**config.mk**
```make
export PLATFORM = sky130hd
export DESIGN_NAME = sobel_core
export DESIGN_NICKNAME = d
export VERILOG_FILES = /design/src/rtl/sobel_pkg.sv /design/src/rtl/sobel_kernel_sum.sv /design/src/rtl/sobel_core.sv
export SDC_FILE = /design/constraint.sdc
export NUM_CORES = 1
export LEC_CHECK = 0
export ABC_AREA = 1
export CORE_AREA = 2 2 128 130
export CTS_BUF_LIST = sky130_fd_sc_hd__clkbuf_8 sky130_fd_sc_hd__clkbuf_16
export DETAILED_ROUTE_END_ITERATION = 10
export DIE_AREA = 0 0 130 132
export GPL_ROUTABILITY_DRIVEN = 1
export PLACE_DENSITY_LB_ADDON = 0.05
export REMOVE_ABC_BUFFERS = 1
export SYNTH_ARGS = -nofsm -noshare
export SYNTH_HDL_FRONTEND = slang
export SYNTH_SLANG_ARGS = --single-unit
```
**constraint.sdc**
```tcl
create_clock -name clk_i -period 3.95 [get_ports clk_i]
set_clock_uncertainty 0.2 [all_clocks]
set_input_delay 0.79 -clock clk_i [delete_from_list [all_inputs] [get_ports clk_i]]
set_output_delay 0.79 -clock clk_i [all_outputs]
set_load 0.05 [all_outputs]
```
**src/rtl/sobel_pkg.sv**
```systemverilog
// Shared constants and types for the Sobel gradient stage.
package sobel_pkg;

    localparam int unsigned PIX_W   = 8;
    localparam int unsigned SUM_W   = 10;
    localparam int unsigned MAG_W   = 11;
    localparam int unsigned CNT_W   = 14;
    localparam int unsigned SAT_MAX = 255;

    localparam logic [PIX_W-1:0] DEF_THRESH = 8'd64;

    // 3x3 neighbourhood without the centre pixel, row-major naming.
    typedef struct packed {
        logic [PIX_W-1:0] p0;
        logic [PIX_W-1:0] p1;
        logic [PIX_W-1:0] p2;
        logic [PIX_W-1:0] p3;
        logic [PIX_W-1:0] p5;
        logic [PIX_W-1:0] p6;
        logic [PIX_W-1:0] p7;
        logic [PIX_W-1:0] p8;
    } nbhd_t;

    // |a - b| of two unsigned kernel sums; equals |gx| or |gy|, never overflows SUM_W.
    function automatic logic [SUM_W-1:0] abs_diff(input logic [SUM_W-1:0] a,
                                                  input logic [SUM_W-1:0] b);
        return (a >= b) ? (a - b) : (b - a);
    endfunction

endpackage

```
**src/rtl/sobel_kernel_sum.sv**
```systemverilog
// Weighted 1-2-1 sum of three pixels: a + 2*b + c, result up to 1020.
module sobel_kernel_sum
    import sobel_pkg::*;
(
    input  logic [PIX_W-1:0] a_i,
    input  logic [PIX_W-1:0] b_i,
    input  logic [PIX_W-1:0] c_i,
    output logic [SUM_W-1:0] sum_o
);

    // Zero-extend every term to the result width before adding.
    always_comb begin
        sum_o = SUM_W'(a_i) + {1'b0, b_i, 1'b0} + SUM_W'(c_i);
    end

endmodule

```
**src/rtl/sobel_core.sv**
```systemverilog
// Three-stage Sobel gradient: S1 kernel sums, S2 absolute gradients, S3 magnitude,
// saturation and threshold. Optional per-frame edge counter under SOBEL_STATS_EN.
module sobel_core
    import sobel_pkg::*;
(
    input  logic             clk_i,
    input  logic             rst_ni,
    input  logic             in_valid_i,
    input  logic             border_i,
    input  logic             frame_start_i,
    input  logic [PIX_W-1:0] thresh_i,
    input  logic [PIX_W-1:0] pix_0_i,
    input  logic [PIX_W-1:0] pix_1_i,
    input  logic [PIX_W-1:0] pix_2_i,
    input  logic [PIX_W-1:0] pix_3_i,
    input  logic [PIX_W-1:0] pix_5_i,
    input  logic [PIX_W-1:0] pix_6_i,
    input  logic [PIX_W-1:0] pix_7_i,
    input  logic [PIX_W-1:0] pix_8_i,
    output logic [PIX_W-1:0] mag_o,
    output logic             edge_o,
    output logic             out_valid_o,
    output logic [CNT_W-1:0] edge_count_o
);

    nbhd_t nb;

    logic [SUM_W-1:0] px_d, nx_d, py_d, ny_d;
    logic [SUM_W-1:0] px_q, nx_q, py_q, ny_q;
    logic [SUM_W-1:0] ax_q, ay_q;
    logic             v1_q, b1_q, v2_q, b2_q;
    logic [PIX_W-1:0] thr_q, thr_d, thr1_q, thr2_q;
    logic [MAG_W-1:0] mag_full;
    logic [PIX_W-1:0] mag_d;
    logic             edge_d;

    // Bundle the neighbourhood inputs.
    always_comb begin
        nb.p0 = pix_0_i;
        nb.p1 = pix_1_i;
        nb.p2 = pix_2_i;
        nb.p3 = pix_3_i;
        nb.p5 = pix_5_i;
        nb.p6 = pix_6_i;
        nb.p7 = pix_7_i;
        nb.p8 = pix_8_i;
    end

    sobel_kernel_sum u_sum_px (.a_i(nb.p2), .b_i(nb.p5), .c_i(nb.p8), .sum_o(px_d));
    sobel_kernel_sum u_sum_nx (.a_i(nb.p0), .b_i(nb.p3), .c_i(nb.p6), .sum_o(nx_d));
    sobel_kernel_sum u_sum_py (.a_i(nb.p6), .b_i(nb.p7), .c_i(nb.p8), .sum_o(py_d));
    sobel_kernel_sum u_sum_ny (.a_i(nb.p0), .b_i(nb.p1), .c_i(nb.p2), .sum_o(ny_d));

    // Threshold applied to the current input pixel: a frame_start pixel already
    // uses the new value, while pixels in flight keep the one they entered with.
    always_comb begin
        thr_d = frame_start_i ? thresh_i : thr_q;
    end

    // Threshold register, loaded on input-side frame_start.
    always_ff @(posedge clk_i or negedge rst_ni) begin
        if (!rst_ni) begin
            thr_q <= DEF_THRESH;
        end else begin
            thr_q <= thr_d;
        end
    end

    // S1/S2 pipeline: kernel sums, then absolute gradients, with side-band shift.
    always_ff @(posedge clk_i or negedge rst_ni) begin
        if (!rst_ni) begin
            px_q   <= '0;
            nx_q   <= '0;
            py_q   <= '0;
            ny_q   <= '0;
            v1_q   <= 1'b0;
            b1_q   <= 1'b0;
            thr1_q <= '0;
            ax_q   <= '0;
            ay_q   <= '0;
            v2_q   <= 1'b0;
            b2_q   <= 1'b0;
            thr2_q <= '0;
        end else begin
            px_q   <= px_d;
            nx_q   <= nx_d;
            py_q   <= py_d;
            ny_q   <= ny_d;
            v1_q   <= in_valid_i;
            b1_q   <= border_i;
            thr1_q <= thr_d;
            ax_q   <= abs_diff(px_q, nx_q);
            ay_q   <= abs_diff(py_q, ny_q);
            v2_q   <= v1_q;
            b2_q   <= b1_q;
            thr2_q <= thr1_q;
        end
    end

    // S3 next state: magnitude, saturation, threshold; border and invalid force zero.
    always_comb begin
        mag_full = MAG_W'(ax_q) + MAG_W'(ay_q);
        mag_d    = '0;
        edge_d   = 1'b0;
        if (v2_q && !b2_q) begin
            mag_d  = (mag_full > MAG_W'(SAT_MAX)) ? PIX_W'(SAT_MAX) : mag_full[PIX_W-1:0];
            edge_d = (mag_full >= MAG_W'(thr2_q));
        end
    end

    // S3 output registers.
    always_ff @(posedge clk_i or negedge rst_ni) begin
        if (!rst_ni) begin
            mag_o       <= '0;
            edge_o      <= 1'b0;
            out_valid_o <= 1'b0;
        end else begin
            mag_o       <= mag_d;
            edge_o      <= edge_d;
            out_valid_o <= v2_q;
        end
    end

`ifdef SOBEL_STATS_EN
    logic             fs1_q, fs2_q;
    logic [CNT_W-1:0] cnt_q, cnt_d, ec_q, ec_d;

    // Frame-start shift so the counter rolls over in step with S3.
    always_ff @(posedge clk_i or negedge rst_ni) begin
        if (!rst_ni) begin
            fs1_q <= 1'b0;
            fs2_q <= 1'b0;
        end else begin
            fs1_q <= frame_start_i;
            fs2_q <= fs1_q;
        end
    end

    // Counter next state: roll over on aligned frame_start, else saturating count.
    always_comb begin
        cnt_d = cnt_q;
        ec_d  = ec_q;
        if (fs2_q) begin
            ec_d  = cnt_q;
            cnt_d = CNT_W'(edge_d);
        end else if (edge_d && (cnt_q != '1)) begin
            cnt_d = cnt_q + 1'b1;
        end
    end

    // Edge counter and last-frame result registers.
    always_ff @(posedge clk_i or negedge rst_ni) begin
        if (!rst_ni) begin
            cnt_q <= '0;
            ec_q  <= '0;
        end else begin
            cnt_q <= cnt_d;
            ec_q  <= ec_d;
        end
    end

    assign edge_count_o = ec_q;
`else
    assign edge_count_o = '0;
`endif

endmodule

```
==> qor.txt, run 1 <==
Max layer used - met4
Share of the synthesized area in the top cell type - 30.67%
WP data arrival - 3.22 ns
Met2 routed WL - 7914 um
Post-synthesis mux area share - 1.227%
Leak - 0.004421 uW
WS Path Type - input pin to flip-flop
Synth Register Bits - 91
CTS-repair resized insts - 0
CP startpoint - pix_2_i[1]
XOR/XNOR Fraction of Synth Area - 7.276%
Io pins - 101
Layout cells sized above 1 - 6.100%
Design area - 8643 um2
Final Power - 6660 uW
Reg2reg end - edge_o$_DFF_PN0_
Number of synthesis warnings - 0
Hold EP - thr2_q[6]$_DFF_PN0_
RSZ-0062 raised after global routing - false
Slew Limit Fails - 0
Syn_area_per_cell - 8.912 um2
Total Die Area - 17160 um2
Synth-to-Final Area Change - 17.70%
Final Hold Viols - 0
Hold depth - 0
Worst setup EP type - flip-flop
Cells along the critical path - clkdlybuf4s50_1, fa_1, ha_1, inv_1, fa_1, o211ai_1, nand2_1, a21oi_1, nor2_1, xnor2_1
CTS Hold Bufs - 0
Async S/R FF share, synth - 100.0%
Most common cell on crit path - fa_1
Core Area - 15710 um2
Flop-to-flop setup slack - 0.96 ns
Post-Synth Adder-Cell Area - 25.76%
Die H - 132 um
DR vias - 5473
Largest net degree at the start of global routing - 59
Cell-internal power - 3381 uW
Sequential element share of the synthesized area - 31.03%
Total negative slack - 0 ns
Drt pass-1 iters - 4
EDFF count, synth - 0
DP Area - 8337 um2
Clk root buf - clkbuf_16
WP data required - 3.98 ns
Max Cap Viol - 0
Initial antenna violation count - 0
H-tree levels - 3
Final setup viols - 0
Gate power share - 66.0%
CP max stage delay - 0.59 ns
Starting Density - 46.74%
Post-synthesis compound-gate area fraction - 10.75%
Largest family of logic cells by synthesized area - adder cells
F_max - 312.7 MHz
Gr usage total - 19.63%
Hold Crit Class - flip-flop to flip-flop
Synth cell count leaders - nand2_1 (150), inv_1 (145), ha_1 (92), dfrtp_1 (90), a21oi_1 (68)
Psw - 3279 uW
Cell taking the most area after synthesis - dfrtp_1
Post-CTS setup buffers - 0
Status - complete, no violations
Switching share of power - 49.23%
DR iter-0 viols - 217
Most frequent cell after synthesis - nand2_1
Actual slew at the worst max-slew pin - 0.6939 ns
Main area contributors after synthesis - dfrtp_1 (31%), ha_1 (16%), fa_1 (10%)
Final Util - 55.01%
M1 wire length - 6723 um
Grt total ovfl - 0
WL met3 - 726 um
Primary FF master, synth - dfrtp_1
Crit Reg-Reg Startpoint - ax_q[0]$_DFF_PN0_
Clock power frac - 12.7%
Slowest stage cell, crit path - fa_1
TritonCTS sink count - 91
Synth Area in Simple Gates - 13.46%
PortBufs - 86
PwrDens - 770.5 nW/um2
GP Congestion - 0.9820
Drt wl/cell - 14.16 um
Clock latency on the worst-skew pair - 0.34 ns
Ant diodes - 0
R2R cell count - 17
Tcrit/Tclk final - 80.96%
Hold Startpoint - thr1_q[6]$_DFF_PN0_
Cell row count - 46
Max clock buf depth - 2
Cell variety after synth - 37
Mapped cell area - 7343 um2
Crit Path Max Fanout - 3
Synth Instances - 824
Cts bufs inserted - 9
Dpl hpwl - 14020 um
Worst vdd ir - 0.3652 mV
Clock-pin slew on the worst setup and hold paths - 0.07 ns
First-pass GRT wire length - 26520 um
Vias in the first global route - 5724
Residual DRC - 0
WL final - 16050 um
Die width - 130 um
Worst slew margin - 53.74%
Via-to-Cell Ratio - 4.826
Post-route ant nets - 0
Min Clock Period, post-route - 3.198 ns
Startpoint type of the worst setup path - input pin
Sequential fraction of design power - 21.2%
CTS tree - built
Nets - 1119
==> worst max-delay path, delay by kind of cell <==
family	cells	cell delay, ns
fa+ha+maj	3	1.17
buf+inv	2	0.54
compound gates	2	0.44
simple gates	2	0.14
xor+xnor	1	0.12
==> worst max path at each step <==
stage	end	slack, ns	cells after the start
after floorplan	py_q[7]$_DFF_PN0_	1.09	9
after global placement	ny_q[7]$_DFF_PN0_	0.45	10
after detailed placement	px_q[7]$_DFF_PN0_	0.39	10
after CTS	px_q[7]$_DFF_PN0_	0.75	10
after global routing	px_q[7]$_DFF_PN0_	0.61	10
final	px_q[7]$_DFF_PN0_	0.75	10
==> registers in the layout, indices dropped and copies added (netlist names) <==
register / count
b1_q: 1
thr_q: 1
thr1_q: 8
py_q: 10
ny_q: 10
out_valid_o: 1
mag_o: 8
edge_o: 1
v1_q: 1
px_q: 10
ay_q: 10
ax_q: 10
nx_q: 10
thr2_q: 8
v2_q: 1
b2_q: 1
==> metrics by stage <==
| step | worst slack (ns) | hold slack [ns] | instances |
|---|---|---|---|
| final | 0.7521 | 0.1506 | 1134 |
| after global routing | 0.6112 | 0.1592 | 1134 |
| after CTS | 0.7493 | 0.1530 | 1134 |
| after detailed placement | 0.3938 | 0.1362 | 1118 |
| after global placement | 0.4495 | 0.1331 | 1118 |
| after floorplan | 1.094 | 0.1312 | 814 |
==> cells by family after synthesis <==
logic type,count (synthesis)
other,1
AOI/OAI and AO/OA,129
muxes,8
adders and majority gates,129
DFF,91
xor gates and xnor gates,61
buffers and inverters,173
and+or+nand+nor,232
==> cell type report <==
class                           instances  area [um2]
Clock buffer                            9       225.2
Clock inverter                          7       81.33
Fill cell                            1460        7069
Inverter                              150       568.0
Multi-Input combinational cell        573        4347
Sequential cell                        91        2278
Tap cell                              216       270.3
Timing Repair Buffer                   88       873.3
==> layer usage <==
| metal | vias up | GRT usage (%) |
|---|---|---|
| li1 | 2760 | - |
| met1 | 2528 | 23.50 |
| met2 | 157 | 34.18 |
| met3 | 28 | 3.247 |
| met4 | 0 | 8.961 |
| met5 | - | 0 |
==> power groups by stage <==
stage                     logic (uW)  clock network [uW]  registers [uW]
final                           4400                 848            1410
after detailed placement        4410                   0            1440
after CTS                       4430                 874            1420
after global placement          4330                   0            1430
after global routing            5030                 928            1450
after floorplan                 3330                   0            1480
==> cell usage in the layout, fill, tap and decap left out, types with 3 or more instances in the layout <==
cell / n
nand2_1: 150
o21bai_1: 6
dfrtp_1: 90
o21ai_1: 12
buf_4: 3
a21oi_1: 68
a21oi_4: 5
nand2_2: 5
fa_1: 37
inv_1: 145
xnor2_1: 16
nor3_1: 6
conb_1: 14
mux2_2: 8
nand4_1: 6
clkdlybuf4s50_1: 85
nand3_1: 22
a21o_1: 4
xor2_1: 45
o211ai_1: 9
inv_2: 3
nor2_1: 31
o21ai_2: 3
o21ai_0: 15
nand3b_1: 6
clkbuf_16: 9
ha_1: 92
No activity file was read; power rests on OpenSTA's default activity.
==> inputs of run 2 (changes only) <==
==> constraint.sdc (replaced) <==
create_clock -name clk_i -period 3.1 [get_ports clk_i]
set_clock_uncertainty 0.2 [all_clocks]
set_input_delay 0.62 -clock clk_i [delete_from_list [all_inputs] [get_ports clk_i]]
set_output_delay 0.62 -clock clk_i [all_outputs]
set_load 0.05 [all_outputs]
==> run 2 against run 1 <==
  * Design area increased by 2.0%
  * Clock-buffer cell count unchanged
  * Sequential power increased by 28%
  * Worst setup slack got worse by 0.56 ns
  * Global-route usage increased by 0.57 points
  * Total power increased by 31%
  * Core utilization increased by 1.1 points
  * Largest cell class unchanged
==> qor.txt, run 2 (same netlist as run 1, synthesis figures left out) <==
Vias in the first global route - 5569
Ant diodes - 0
Post-Layout Cell Count - 1150
WP data required - 3.12 ns
Startpoint type of the worst setup path - input pin
Nets - 1135
Met1 global-route usage - 24.84%
Grt total ovfl - 0
Tcrit/Tclk final - 93.84%
Total Die Area - 17160 um2
Synth-to-Final Area Change - 20.11%
Cell row count - 46
Clk root buf - clkbuf_16
H-tree levels - 3
Leak - 0.004524 uW
Io pins - 101
Worst vdd ir - 0.3798 mV
Design area - 8820 um2
Layout cells sized above 1 - 8.244%
Residual DRC - 0
# fillers - 1456
Max clock buf depth - 2
Cell-internal power - 4483 uW
Core Area - 15710 um2
Cts bufs inserted - 9
CTS Hold Bufs - 0
Starting Density - 46.74%
Dpl hpwl - 14240 um
TritonCTS sink count - 91
Sequential fraction of design power - 20.7%
DR vias - 5460
Hold Crit Class - input pin to async pin
F_max - 343.7 MHz
Drt pass-1 iters - 4
Clock power frac - 13.0%
Initial antenna violation count - 0
Global route hottest layer - met2
Via-to-Cell Ratio - 4.748
Min Clock Period, post-route - 2.909 ns
GP Congestion - 0.8747
Psw - 4251 uW
Placed Cells - 1133
Post-route ant nets - 0
CTS tree - built
Die H - 132 um
PwrDens - 990.2 nW/um2
Worst setup EP type - flip-flop
Max Cap Viol - 0
Status - complete, no violations
Commonest cells after routing, fill and taps aside - nand2_1 (149), inv_1 (145), ha_1 (90), dfrtp_1 (90), clkdlybuf4s50_1 (84)
WL final - 16420 um
Switching share of power - 48.67%
Largest net degree at the start of global routing - 59
Crit Path Max Fanout - 2
Most common cell after layout, fill and taps aside - nand2_1
Slew Limit Fails - 0
RSZ-0062 raised after global routing - false
Die width - 130 um
DR iter-0 viols - 138
Gate power share - 66.3%
Met2 Use GR - 35.69%
PortBufs - 86
Clock-pin slew on the worst setup and hold paths - 0.07 ns
Clock latency on the worst-skew pair - 0.34 ns
Worst slew margin - 66.33%
Final Hold Viols - 0
DP Area - 8462 um2
Actual slew at the worst max-slew pin - 0.5035 ns
WP data arrival - 2.93 ns
GRT met3 Usage - 2.841%
WS Path Type - input pin to flip-flop
Gr usage total - 20.20%
Final setup viols - 0
First-pass GRT wire length - 27070 um
Drt wl/cell - 14.28 um
==> run 2: changes by cell type in the layout (fill, tap and decap cells not counted), sizes merged <==
cell,previous run,this run
inv,153,154
bufinv,0,1
buf,3,19
clkdlybuf4s50,85,84
clkinv,4,2
dlymetal6s2s,0,1
==> run 2: power groups by stage <==
stage               combinational [uW]  sequential (uW)  clock (uW)
detailed placement                5710             1840           0
global route                      6660             1850        1230
global placement                  5630             1830           0
CTS                               5740             1820        1170
floorplan                         4250             1880           0
finish                            5790             1800        1130
==> run 2: through the flow <==
stage	TNS [ns]	util (%)	power, uW	hold slack, ns	setup slack, ns
final	0	56.13	8734	0.02072	0.1908
after global routing	0	56.13	9737	0.03618	0.04668
after CTS	0	55.89	8727	0.02687	0.1433
after detailed placement	-1.005	53.85	7554	0.1347	-0.1963
after global placement	-0.6557	53.85	7456	0.1350	-0.1683
after floorplan	0	-	6130	0.1244	0.4144
==> run 2: path summary, 6_finish.rpt <==
kind,slack [ns],endpoint,start,depth (start not counted)
max,0.19,py_q[7]$_DFF_PN0_,pix_6_i[1],10
min in group clk_i,0.15,thr2_q[6]$_DFF_PN0_,thr1_q[6]$_DFF_PN0_,0
min reg2reg,0.15,thr2_q[6]$_DFF_PN0_,thr1_q[6]$_DFF_PN0_,0
max in group asynchronous,2.01,ny_q[3]$_DFF_PN0_,rst_ni,2
min,0.02,out_valid_o$_DFF_PN0_,rst_ni,1
max reg2reg,0.29,edge_o$_DFF_PN0_,ax_q[0]$_DFF_PN0_,15
==> run 2: cell type report <==
class / count / area (um2) / area share, %
multi-input cells: 573 / 4374 / 49.60
flip-flops and latches: 91 / 2278 / 25.83
repair buffers: 104 / 1008 / 11.43
inverters: 150 / 568.0 / 6.441
well taps: 216 / 270.3 / 3.064
clock buffers: 9 / 225.2 / 2.554
clock inverters: 7 / 95.09 / 1.078
==> run 2: layer usage <==
layer	wire, um	part of all wire [%]
met4	439	2.7
met3	546	3.3
met1	7150	44
met2	8284	50
met5	0	0
==> run 2: critical path, cell delays in order <==
cell,delay (ns)
clkdlybuf4s50_1,0.47
fa_1,0.60
ha_1,0.17
inv_1,0.05
fa_1,0.38
o211ai_1,0.23
nand2_1,0.08
a21oi_1,0.13
nor2_1,0.06
xnor2_1,0.12
==> run 2: what timing repair did <==
item                                    CTS  global route
gates resized for setup                   0             6
setup buffers                             0             1
endpoints found under the setup margin    0             2
==> inputs of run 3 (changes only) <==
--- a/config.mk
+++ b/config.mk
@@ -13,6 +13,7 @@
 export GPL_ROUTABILITY_DRIVEN = 1
 export PLACE_DENSITY_LB_ADDON = 0.05
 export REMOVE_ABC_BUFFERS = 1
+export SETUP_SLACK_MARGIN = 0.5
 export SYNTH_ARGS = -nofsm -noshare
 export SYNTH_HDL_FRONTEND = slang
 export SYNTH_SLANG_ARGS = --single-unit
==> run 3 against run 2 <==
  * Worst hold slack worse by 0.0038 ns
  * Largest cell class unchanged
  * Register-to-register slack gained 0.06 ns
  * Global-route usage is 0.29 points higher
  * Largest power group unchanged
  * Sequential power hardly changed
==> qor.txt, run 3 (same netlist as run 1, synthesis figures left out) <==
Synth-to-Final Area Change - 25.35%
Worst path buffer plus inverter count - 2
Via-to-Cell Ratio - 4.811
DR vias - 5638
Final Power - 9201 uW
Layout cells sized above 1 - 16.00%
Io pins - 101
CTS tree - built
Grt total ovfl - 0
TritonCTS sink count - 91
RSZ-0062 raised after global routing - true
First-pass GRT wire length - 27460 um
F_max - 363.2 MHz
WL final - 17170 um
Largest net degree at the start of global routing - 59
Min Clock Period, post-route - 2.753 ns
WP data arrival - 2.76 ns
Ant diodes - 0
GP Congestion - 0.8747
Crit Path Max Fanout - 3
Worst slew margin - 66.33%
Clock-pin slew on the worst setup and hold paths - 0.07 ns
Cell row count - 46
Final hold slack - 0.01687 ns
CP delay by family, top - adder cells
Actual slew at the worst max-slew pin - 0.5035 ns
Tcrit/Tclk final - 88.81%
Cell-internal power - 4741 uW
Post-route ant nets - 0
Drt pass-1 iters - 4
Clk root buf - clkbuf_16
DP Area - 8462 um2
Slew Limit Fails - 0
Leak - 0.004754 uW
Die H - 132 um
Cts bufs inserted - 9
Most common cell after layout, fill and taps aside - nand2_1
Worst setup EP type - flip-flop
Startpoint type of the worst setup path - flip-flop
Hold Crit Class - input pin to async pin
Most common cell on crit path - nor2_1
Die width - 130 um
Gate power share - 67.7%
PortBufs - 86
Worst vdd ir - 0.4474 mV
Drt wl/cell - 14.65 um
Initial antenna violation count - 0
Cells along the critical path - ha_2, inv_2, fa_2, nand3b_1, nand3_2, buf_4, xor2_4, ha_4, a21oi_1, nor2_1, nor2_1, nand3_1, nand2_1, nand2_1, nor2_1, a21oi_1
Max clock buf depth - 2
WS Path Type - flip-flop to flip-flop
CP max stage delay - 0.34 ns
Max Cap Viol - 0
Nets - 1157
Total Die Area - 17160 um2
DR iter-0 viols - 160
Gr usage total - 20.49%
Starting Density - 46.74%
H-tree levels - 3
Vias in the first global route - 5710
Final Hold Viols - 0
Sequential fraction of design power - 19.9%
Commonest cells after routing, fill and taps aside - nand2_1 (149), inv_1 (137), dfrtp_1 (90), ha_1 (70), a21oi_1 (64)
PwrDens - 999.6 nW/um2
Status - complete, no violations
Psw - 4461 uW
Core Area - 15710 um2
Final setup viols - 0
Dpl hpwl - 14240 um
Residual DRC - 0
Clock power frac - 12.4%
WP data required - 3.11 ns
CTS Hold Bufs - 0
Clock latency on the worst-skew pair - 0.34 ns
Design area - 9205 um2
Switching share of power - 48.48%
Slowest stage cell, crit path - dfrtp_1
## run 3: timing repair
item / CTS / global route
gates resized for setup: 65 / 56
pin swaps: 32 / 46
endpoints found under the setup margin: 22 / 19
buffers inserted: 12 / 11
endpoints found under the hold margin: 0 / 0
## run 3: worst reg2reg max path, cell delays in order, from the launching register on
cell and delay [ns]:
dfrtp_1 0.34, ha_2 0.19, inv_2 0.04, fa_2 0.33
nand3b_1 0.17, nand3_2 0.10, buf_4 0.14, xor2_4 0.20
ha_4 0.23, a21oi_1 0.16, nor2_1 0.07, nor2_1 0.10
nand3_1 0.09, nand2_1 0.07, nand2_1 0.05, nor2_1 0.08
a21oi_1 0.07
## run 3: worst paths after layout
check,from,end,depth (start not counted),slack (ns)
max reg2reg,ax_q[0]$_DFF_PN0_,edge_o$_DFF_PN0_,16,0.35
min,rst_ni,out_valid_o$_DFF_PN0_,1,0.02
max in group asynchronous,rst_ni,ny_q[3]$_DFF_PN0_,2,2.02
min reg2reg,thr1_q[6]$_DFF_PN0_,thr2_q[6]$_DFF_PN0_,0,0.15
max,ax_q[0]$_DFF_PN0_,edge_o$_DFF_PN0_,16,0.35
min in group clk_i,thr1_q[6]$_DFF_PN0_,thr2_q[6]$_DFF_PN0_,0,0.15
## run 3: per-stage QoR
step | setup slack [ns] | cells | util [%] | setup TNS (ns)
after global routing | 0.2007 | 1172 | 58.58 | 0
after global placement | -0.1683 | 1133 | 53.85 | -0.6557
after detailed placement | -0.1963 | 1133 | 53.85 | -1.005
after floorplan | 0.4144 | 814 | - | 0
final | 0.3468 | 1172 | 58.58 | 0
after CTS | 0.4083 | 1161 | 57.21 | 0
## run 3: cell type report
type	instances	area [um2]
well taps	216	270.3
fillers	1417	6507
multi-input cells	573	4626
inverters	150	568.0
clock inverters	7	95.09
flip-flops and latches	91	2278
repair buffers	126	1142
clock buffers	9	225.2
## run 3: power by group through the flow
| stage | sequential [uW] | clock [uW] | combinational [uW] |
|---|---|---|---|
| floorplan | 1880 | 0 | 4250 |
| global placement | 1830 | 0 | 5630 |
| detailed placement | 1840 | 0 | 5710 |
| CTS | 1830 | 1170 | 6000 |
| global route | 1870 | 1230 | 7100 |
| finish | 1830 | 1140 | 6230 |
## run 3: metal layers
layer	vias to the layer above	part of all wire, %	GRT usage, %
met3	29	3.8	2.881
met1	2621	42	25.12
li1	2842	-	-
met2	146	50	35.75
met5	-	0	0
met4	0	3.9	8.662
==> RTL change: new RTL, flow settings as in run 3 <==
Change the package constant `SAT_MAX` from 255 to 127.
--- a/src/rtl/sobel_pkg.sv
+++ b/src/rtl/sobel_pkg.sv
@@ -5,7 +5,7 @@
     localparam int unsigned SUM_W   = 10;
     localparam int unsigned MAG_W   = 11;
     localparam int unsigned CNT_W   = 14;
-    localparam int unsigned SAT_MAX = 255;
+    localparam int unsigned SAT_MAX = 127;
 
     localparam logic [PIX_W-1:0] DEF_THRESH = 8'd64;
 
Formal check against the unedited RTL: not equivalent (Yosys sat finds a counterexample within 4 cycles, from zero or initial values and one cycle with rst_ni low).
==> RTL change against run 3 <==
Sequential cell count is the same; power is 0.28% lower; final cell count increased by 1.2%; design area is 0.58% higher; routed wire length rose by 0.37%; via count grew 2.4%; synthesized area decreased by 0.14%; worst setup slack gained 0.065 ns; critical endpoint is now mag_o[4]; highest routed layer unchanged.
==> RTL change: results (changes against run 3) <==
fill cell count 1,367 (-3.5%); drt total wl 17,200 um (+0.37%); YS warnings 0 (unchanged); antenna violations before repair 0 (unchanged); met2 wire len 8880 um (+2.5%); met1 Use GR 0.235 (-0.0163); M1 wire length 7170 um (-0.17%); post-synthesis mux area share 0.0123 (+0.0000167); dpl hpwl 14,500 um (+1.6%); Synth Flop Type dfrtp_1; IO Port Bufs 86 (unchanged); critical path startpoint category register; worst skew pair latency 0.34 ns (about the same); max incr delay on CP 0.37 ns (+0.03 ns); final net count 1,171 (+1.2%); status finished clean; cell with the most instances after synthesis nand2_1; Synth Area in XOR/XNOR 0.0717 (-0.00110); Max VDD drop 0.000355 V (-21%); number of cells on the worst reg-to-reg path 19 (+3); actual slew at the worst max-slew pin 0.519 ns (+0.0155 ns); RD Place Congestion 0.909 (+3.9%); first-pass GRT wire length 27,300 um (-0.50%); Synth area leaders dfrtp_1 (31%), ha_1 (16%), fa_1 (10%); M2 GR Usage 0.372 (+0.0143); Initial DRT Pass Iterations 4 (unchanged); Post-Synth Adder-Cell Area 0.258 (+0.000352); WL/cell 14.5 um (-0.82%); share of layout cells above drive strength 1 0.163 (+0.00284); post-synthesis sequential area ratio 0.311 (+0.000424); H-Tree Depth 3 (unchanged); clock buffer depth 2 (unchanged); pin count of the biggest net entering global routing 53 (-10%); worst-path fanout max 7 (+4); DP Area 8490 um^2 (+0.30%); Async SR Flop Fraction 1.00 (unchanged); met3 wire length 624 um (-4.6%); hold crit path type in2async; Iteration-0 DRC Markers 199 (+24%); GR Util met3 0.0313 (+0.00244); vias in the first global route 5,778 (+1.2%); Inserted Clock Buffers 9 (unchanged); top cells by count, synth nand2_1 (166), inv_1 (149), ha_1 (92); GRT overflow 0 (unchanged); Unique masters post-synth 38 (+2.7%); Leak 4.80 nW (+0.89%); GRT Total Usage 0.205 (about the same); Worst R2R Start ax_q[0]; CP top delay family buffers and inverters; vias per inst 4.87 (+1.2%); average cell area after synthesis 8.78 um^2 (-1.5%); CTS clk-pin slew, worst paths approximately 0.06 ns; Root Buffer clkbuf_16; Inst Count DP 1,145 (+1.1%); slowest CP cell dfrtp_1; fraction of the mapped netlist area in compound gates 0.108 (+0.000659)
-- RTL change: layout make-up --
type	count	area share
Clock buffer	10	0.0258
Clock inverter	6	0.00689
Inverter	153	0.0626
Multi-Input combinational cell	582	0.504
Sequential cell	91	0.246
Tap cell	216	0.0292
Timing Repair Buffer	128	0.125
-- RTL change: metrics by stage --
stage | setup WS [ns] | utilization | hold slack, ns | TNS (ns)
5_1_grt | 0.295 | 0.589 | 0.0865 | 0
4_1_cts | 0.363 | 0.574 | 0.0626 | 0
3_3_place_gp | -0.167 | 0.540 | 0.137 | -0.641
2_1_floorplan | 0.416 | - | 0.124 | 0
6_report | 0.412 | 0.589 | 0.0567 | 0
3_5_place_dp | -0.207 | 0.540 | 0.144 | -0.908
-- RTL change: worst paths after layout --
path,slack [ns],endpoint
min,0.06,thr2_q[2]
max in group asynchronous,2.01,py_q[2]
min in group clk_i,0.16,v2_q
max,0.41,mag_o[4]
min reg2reg,0.16,v2_q
max reg2reg,0.41,mag_o[4]
-- RTL change: where the power goes --
group          internal (mW)  switching [mW]
logic                   2.57            3.74
registers               1.58           0.202
clock network          0.646           0.441
total                   4.79            4.39
-- RTL change: kinds of logic (layout without fill, tap and decap cells) --
| kind of cell | Yosys count | count (layout) |
|---|---|---|
| buffers and inverters | 176 | 297 |
| and+or+nand+nor | 241 | 241 |
| muxes | 8 | 8 |
| AOI/OAI and AO/OA | 129 | 129 |
| DFF | 91 | 91 |
| adders and majority gates | 129 | 129 |
| other | 1 | 15 |
| xor gates and xnor gates | 60 | 60 |
-- RTL change: what timing repair did --
item                       in CTS  in global routing
setup endpoints to repair      20                 22
pin swaps                      46                 51
gates resized for setup        67                 69
setup buffers                  17                  8
hold buffers                    0                  0
cloned                          0                  0
